===== src/rtl/cordic_pipe_engine.sv =====
// Pipelined CORDIC engine: one micro-rotation per register stage, rotation or
// vectoring selected per sample, no gain compensation, wrap-around arithmetic.
//
// Ports:
//   clk, rst_n                  clock, asynchronous active-low reset
//   in_valid / in_ready         input handshake (in_ready = !stall, combinational)
//   in_mode                     0 = rotation, 1 = vectoring
//   in_x, in_y, in_z            signed operands, z in radians (LSB = 2^-(WIDTH-2))
//   in_tag                      opaque sideband carried with the sample
//   out_valid / out_ready       output handshake
//   out_x, out_y, out_z         results straight from the last stage registers
//   out_mode, out_tag           mode and tag of the result
module cordic_pipe_engine #(
    parameter int unsigned WIDTH     = 16,
    parameter int unsigned STAGES    = 13,
    parameter int unsigned TAG_WIDTH = 4
) (
    input  logic                    clk,
    input  logic                    rst_n,
    input  logic                    in_valid,
    output logic                    in_ready,
    input  logic                    in_mode,
    input  logic signed [WIDTH-1:0] in_x,
    input  logic signed [WIDTH-1:0] in_y,
    input  logic signed [WIDTH-1:0] in_z,
    input  logic [TAG_WIDTH-1:0]    in_tag,
    output logic                    out_valid,
    input  logic                    out_ready,
    output logic signed [WIDTH-1:0] out_x,
    output logic signed [WIDTH-1:0] out_y,
    output logic signed [WIDTH-1:0] out_z,
    output logic                    out_mode,
    output logic [TAG_WIDTH-1:0]    out_tag
);

    localparam int unsigned SHIFT = 32 - WIDTH;

    typedef struct packed {
        logic                 mode;
        logic [TAG_WIDTH-1:0] tag;
        logic [WIDTH-1:0]     x;
        logic [WIDTH-1:0]     y;
        logic [WIDTH-1:0]     z;
    } stage_t;

    // atan(2^-k) * 2^30; beyond k = 10 the angle equals 2^-k to this precision
    function automatic logic [31:0] atan_raw(input int unsigned k);
        logic [31:0] r;
        case (k)
            0:       r = 32'h3243F6A9;
            1:       r = 32'h1DAC6705;
            2:       r = 32'h0FADBAFD;
            3:       r = 32'h07F56EA7;
            4:       r = 32'h03FEAB77;
            5:       r = 32'h01FFD55C;
            6:       r = 32'h00FFFAAB;
            7:       r = 32'h007FFF55;
            8:       r = 32'h003FFFEB;
            9:       r = 32'h001FFFFD;
            10:      r = 32'h00100000;
            default: r = (k <= 23) ? (32'd1 << (30 - k)) : 32'd0;
        endcase
        return r;
    endfunction

    // Angle constant rescaled to the z format with round-half-up
    function automatic logic [WIDTH-1:0] atan_ek(input int unsigned k);
        logic [32:0] sum;
        sum = {1'b0, atan_raw(k)} + (33'd1 << (SHIFT - 1));
        return WIDTH'(sum >> SHIFT);
    endfunction

    logic              stall;
    logic [STAGES-1:0] vld;
    logic [STAGES-1:0] src_vld;
    stage_t            st  [STAGES];
    stage_t            nxt [STAGES];

    // Whole pipe freezes while the result is held by downstream
    assign stall    = vld[STAGES-1] && !out_ready;
    assign in_ready = !stall;

    // Combinational micro-rotation k feeding stage register k
    for (genvar k = 0; k < STAGES; k++) begin : g_stage
        localparam logic signed [WIDTH-1:0] E_K = atan_ek(k);

        stage_t                  cur;
        logic signed [WIDTH-1:0] x, y, z, xs, ys;
        logic                    dpos;

        if (k == 0) begin : g_first
            assign cur        = {in_mode, in_tag, in_x, in_y, in_z};
            assign src_vld[k] = in_valid;
        end else begin : g_next
            assign cur        = st[k-1];
            assign src_vld[k] = vld[k-1];
        end

        assign x  = $signed(cur.x);
        assign y  = $signed(cur.y);
        assign z  = $signed(cur.z);
        assign xs = x >>> k;
        assign ys = y >>> k;

        // Rotation drives z toward 0, vectoring drives y toward 0
        assign dpos = cur.mode ? y[WIDTH-1] : ~z[WIDTH-1];

        assign nxt[k] = dpos ? {cur.mode, cur.tag, WIDTH'(x - ys), WIDTH'(y + xs), WIDTH'(z - E_K)}
                             : {cur.mode, cur.tag, WIDTH'(x + ys), WIDTH'(y - xs), WIDTH'(z + E_K)};
    end

    // Stage registers: shift one step per cycle unless stalled
    always_ff @(posedge clk or negedge rst_n) begin
        if (!rst_n) begin
            vld <= '0;
            for (int k = 0; k < int'(STAGES); k++) begin
                st[k] <= '0;
            end
        end else if (!stall) begin
            vld <= src_vld;
            for (int k = 0; k < int'(STAGES); k++) begin
                st[k] <= nxt[k];
            end
        end
    end

    assign out_valid = vld[STAGES-1];
    assign out_mode  = st[STAGES-1].mode;
    assign out_tag   = st[STAGES-1].tag;
    assign out_x     = $signed(st[STAGES-1].x);
    assign out_y     = $signed(st[STAGES-1].y);
    assign out_z     = $signed(st[STAGES-1].z);

endmodule


===== config.mk =====
export PLATFORM = sky130hd
export DESIGN_NAME = cordic_pipe_engine
export DESIGN_NICKNAME = d
export VERILOG_FILES = /design/src/rtl/cordic_pipe_engine.sv
export SDC_FILE = /design/constraint.sdc
export NUM_CORES = 2
export LEC_CHECK = 0
export BUFFER_PORTS_ARGS = -buffer_cell sky130_fd_sc_hd__buf_2
export CAP_MARGIN = 20
export CORE_MARGIN = 3
export CORE_UTILIZATION = 35
export DETAILED_ROUTE_END_ITERATION = 8
export PLACE_DENSITY = 0.54
export REMOVE_ABC_BUFFERS = 1
export SYNTH_ARGS = -nofsm -noshare
export SYNTH_HDL_FRONTEND = slang
export SYNTH_SLANG_ARGS = --single-unit
export TNS_END_PERCENT = 1

===== constraint.sdc =====
create_clock -name clk -period 6.9 [get_ports clk]
set_clock_uncertainty 0.1 [all_clocks]
set_input_delay 0.345 -clock clk [delete_from_list [all_inputs] [get_ports clk]]
set_output_delay 0.345 -clock clk [all_outputs]
set_load 0.01 [all_outputs]

==> flow_summary.yaml <==
sta:
  hold_viol: 0
  tns_ns: 0
  final.period_utilization: 0.6341
  max_freq_mhz: 228.6
  slew_headroom: 0.3384
  worstMarginPinSlew_ns: 0.9924
  fin_crit_ns: 4.375
  maxSlewViolCount: 0
  grt_setup_unrepaired: "false"
  setup_viol: 0
layout:
  final_cell_mix: "1030 x nand2_1, 701 x dfrtp_1, 687 x a21oi_1, 619 x nor2_1, 616 x ha_1"
  multi_input_area_sq_mm: 0.03507
  fillers: 15900
  syn_to_final_growth_pct: 10.58
  regArea_sq_mm: 0.01754
  layout_commonest_cell: "nand2_1"
  n_antenna_cell: 0
  drive_gt1_frac: 0.05216
  nets: 7300
global_route:
  first_global_vias: 44280
  grt_max_degree: 199
  grt_antenna_before_repair: 0
  grt_util_all_layers: 0.1692
  grt_pass1_wl_um: 229100
  grt_overflow_total: 0
critical_path:
  worstPathMaxFanout: 15
  cp_data_arrival_time_ns: 4.84
  end_kind: "register"
  cp-start-kind: "register"
  crit_path_start: "g_stage[9].cur[52]$_DFFE_PN0N_"
  r2r_start: "g_stage[9].cur[52]$_DFFE_PN0N_"
  required_ns: 7.37
  crit_type: "register to register"
placement:
  hpwl_um: 102200
  io_buffers: 111
  place_congestion: 0.8634
floorplanning:
  ios: 112
  die_width_um: 400.6
  dieArea_sq_mm: 0.1605
  core_area_sq_mm: 0.1544
  start_util: 0.3530
  die_y_um: 400.6
  core.rowCount: 144
clock_network:
  worstSkewPairLatency_ns: 0.72
  clkSlewWorstSetupHoldPaths_ns: 0.07
  cts_root_buf: "clkbuf_16"
  htreeDepth: 3
  cts.sinks: 701
  tritoncts: "done"
  cts_setup_buffers: 0
  numCtsBuffers: 86
  clock_path_buffers: 3
route:
  vias: 44780
  viasPerCell: 5.149
  routedWlPerCell_um: 15.67
  wl_um: 136300
  postRouteAntennaNets: 0
  drc: 0
  drt_iter0_drc: 2518
  dr.pass1.iters: 5
yosys:
  avgSynthCellArea_sq_um: 8.306
  ys_seq_area_frac: 0.3218
  synth_cells: 6562
  synth_top_flop_cell: "dfrtp_1"
  async_reset_ff_frac: 1.000
  synth_area_sq_mm: 0.05450
  yosysWarnings: 0
  synth-edff-count: 0
  yosysUniqueCellTypes: 87
  ys_seq_elements: 701
hold_path:
  hold_path.class: "primary input to register"
  hp-start: "in_z[10]"
flow_run:
  maxCapViolations: 0
outcome:
  status: "complete, no violations"
metrics by stage:
| stage | hold slack, ns | cell area (sq um) | util | setup WS (ns) | cells |
|---|---|---|---|---|---|
| 4_1_cts | 0.004635 | 60250 | 0.3902 | 2.179 | 8695 |
| 3_3_place_gp | 0.3445 | 57160 | 0.3702 | 1.957 | 8529 |
| 5_1_grt | 0.06110 | 60270 | 0.3903 | 2.049 | 8696 |
| 3_5_place_dp | 0.3559 | 57160 | 0.3702 | 1.970 | 8529 |
| 6_report | 0.04971 | 60270 | 0.3903 | 2.525 | 8696 |
| 2_1_floorplan | -0.05059 | 53670 | - | -77.39 | 6341 |
Yosys cell counts, drive strengths merged (16+ instances only):
library cell	n	area share
a211o	18	0.0029
a211oi	47	0.0065
a21boi	27	0.0037
a21o	133	0.018
a21oi	691	0.064
a31oi	49	0.0056
and3	28	0.0032
buf	18	0.0013
clkbuf	203	0.014
dfrtp	701	0.32
fa	40	0.015
ha	616	0.14
inv	287	0.020
mux2	19	0.0039
mux2i	26	0.0048
nand2	1030	0.071
nand2b	85	0.0098
nand3	53	0.0049
nand4	16	0.0018
nor2	619	0.043
nor2b	56	0.0066
nor3	119	0.011
nor3b	28	0.0039
nor4	21	0.0024
o211ai	22	0.0030
o21a	72	0.0099
o21ai	474	0.044
o21bai	82	0.011
o22ai	23	0.0026
o31ai	79	0.011
or3	35	0.0042
or4	17	0.0024
xnor2	354	0.057
xor2	272	0.044
state kept, by name, indices dropped and copies added, names as in the netlist:
register / flops
g_stage.z: 192
out_x: 16
g_stage.x: 192
g_stage.cur: 60
out_y: 16
out_mode: 1
out_z: 16
g_stage.y: 191
vld: 13
out_tag: 4
what timing repair did:
item,CTS,global route
gates resized for setup,0,0
hold endpoints to repair,108,0
hold buffers,13,0
critical path: stages (launching register included):
cell	delay, ns
dfrtp_1	0.55
nor2_1	0.07
a21oi_1	0.77
inv_1	0.56
nor2_1	0.26
xnor2_1	0.15
ha_1	0.29
a21o_1	0.19
a21oi_1	0.20
o21bai_1	0.12
a211oi_1	0.31
nor4b_1	0.12
o31ai_1	0.30
xor2_1	0.19
a21oi_1	0.09
layout make-up:
| class | instances | area share |
|---|---|---|
| clock inverters | 35 | 0.008428 |
| inverters | 289 | 0.01812 |
| flip-flops and latches | 701 | 0.2911 |
| clock buffers | 118 | 0.04071 |
| multi-input cells | 5351 | 0.5818 |
| repair buffers | 158 | 0.01744 |
| well taps | 2044 | 0.04243 |
cell families after synthesis:
group	synth area share
compound gates	0.2041
xor+xnor	0.1007
fa+ha+maj	0.1561
buf+inv	0.03524
flops	0.3218
mux	0.008700
simple gates	0.1732
layer usage:
metal	GRT usage	wire [um]	up-vias
met5	0	0	-
met4	0.03634	2497	0
met3	0.02116	3934	148
met2	0.2890	64790	492
met1	0.2288	65050	21240
li1	-	-	22900
path summary, 6_finish.rpt:
kind	end	slack, ns	cells past startpoint
max	g_stage[10].x[14]$_DFFE_PN0N_	2.52	14
min	g_stage[1].z[11]$_DFFE_PN0N_	0.05	4
max reg2reg	g_stage[10].x[14]$_DFFE_PN0N_	2.52	14
min reg2reg	g_stage[12].cur[51]$_DFFE_PN0N_	0.36	2
max in group asynchronous	g_stage[5].x[1]$_DFFE_PN0N_	5.01	3
min in group asynchronous	out_y[3]$_DFFE_PN0N_	0.13	2
Power is not shown: default switching activity piles up to over one toggle a cycle in this logic, so the estimate is an artifact.
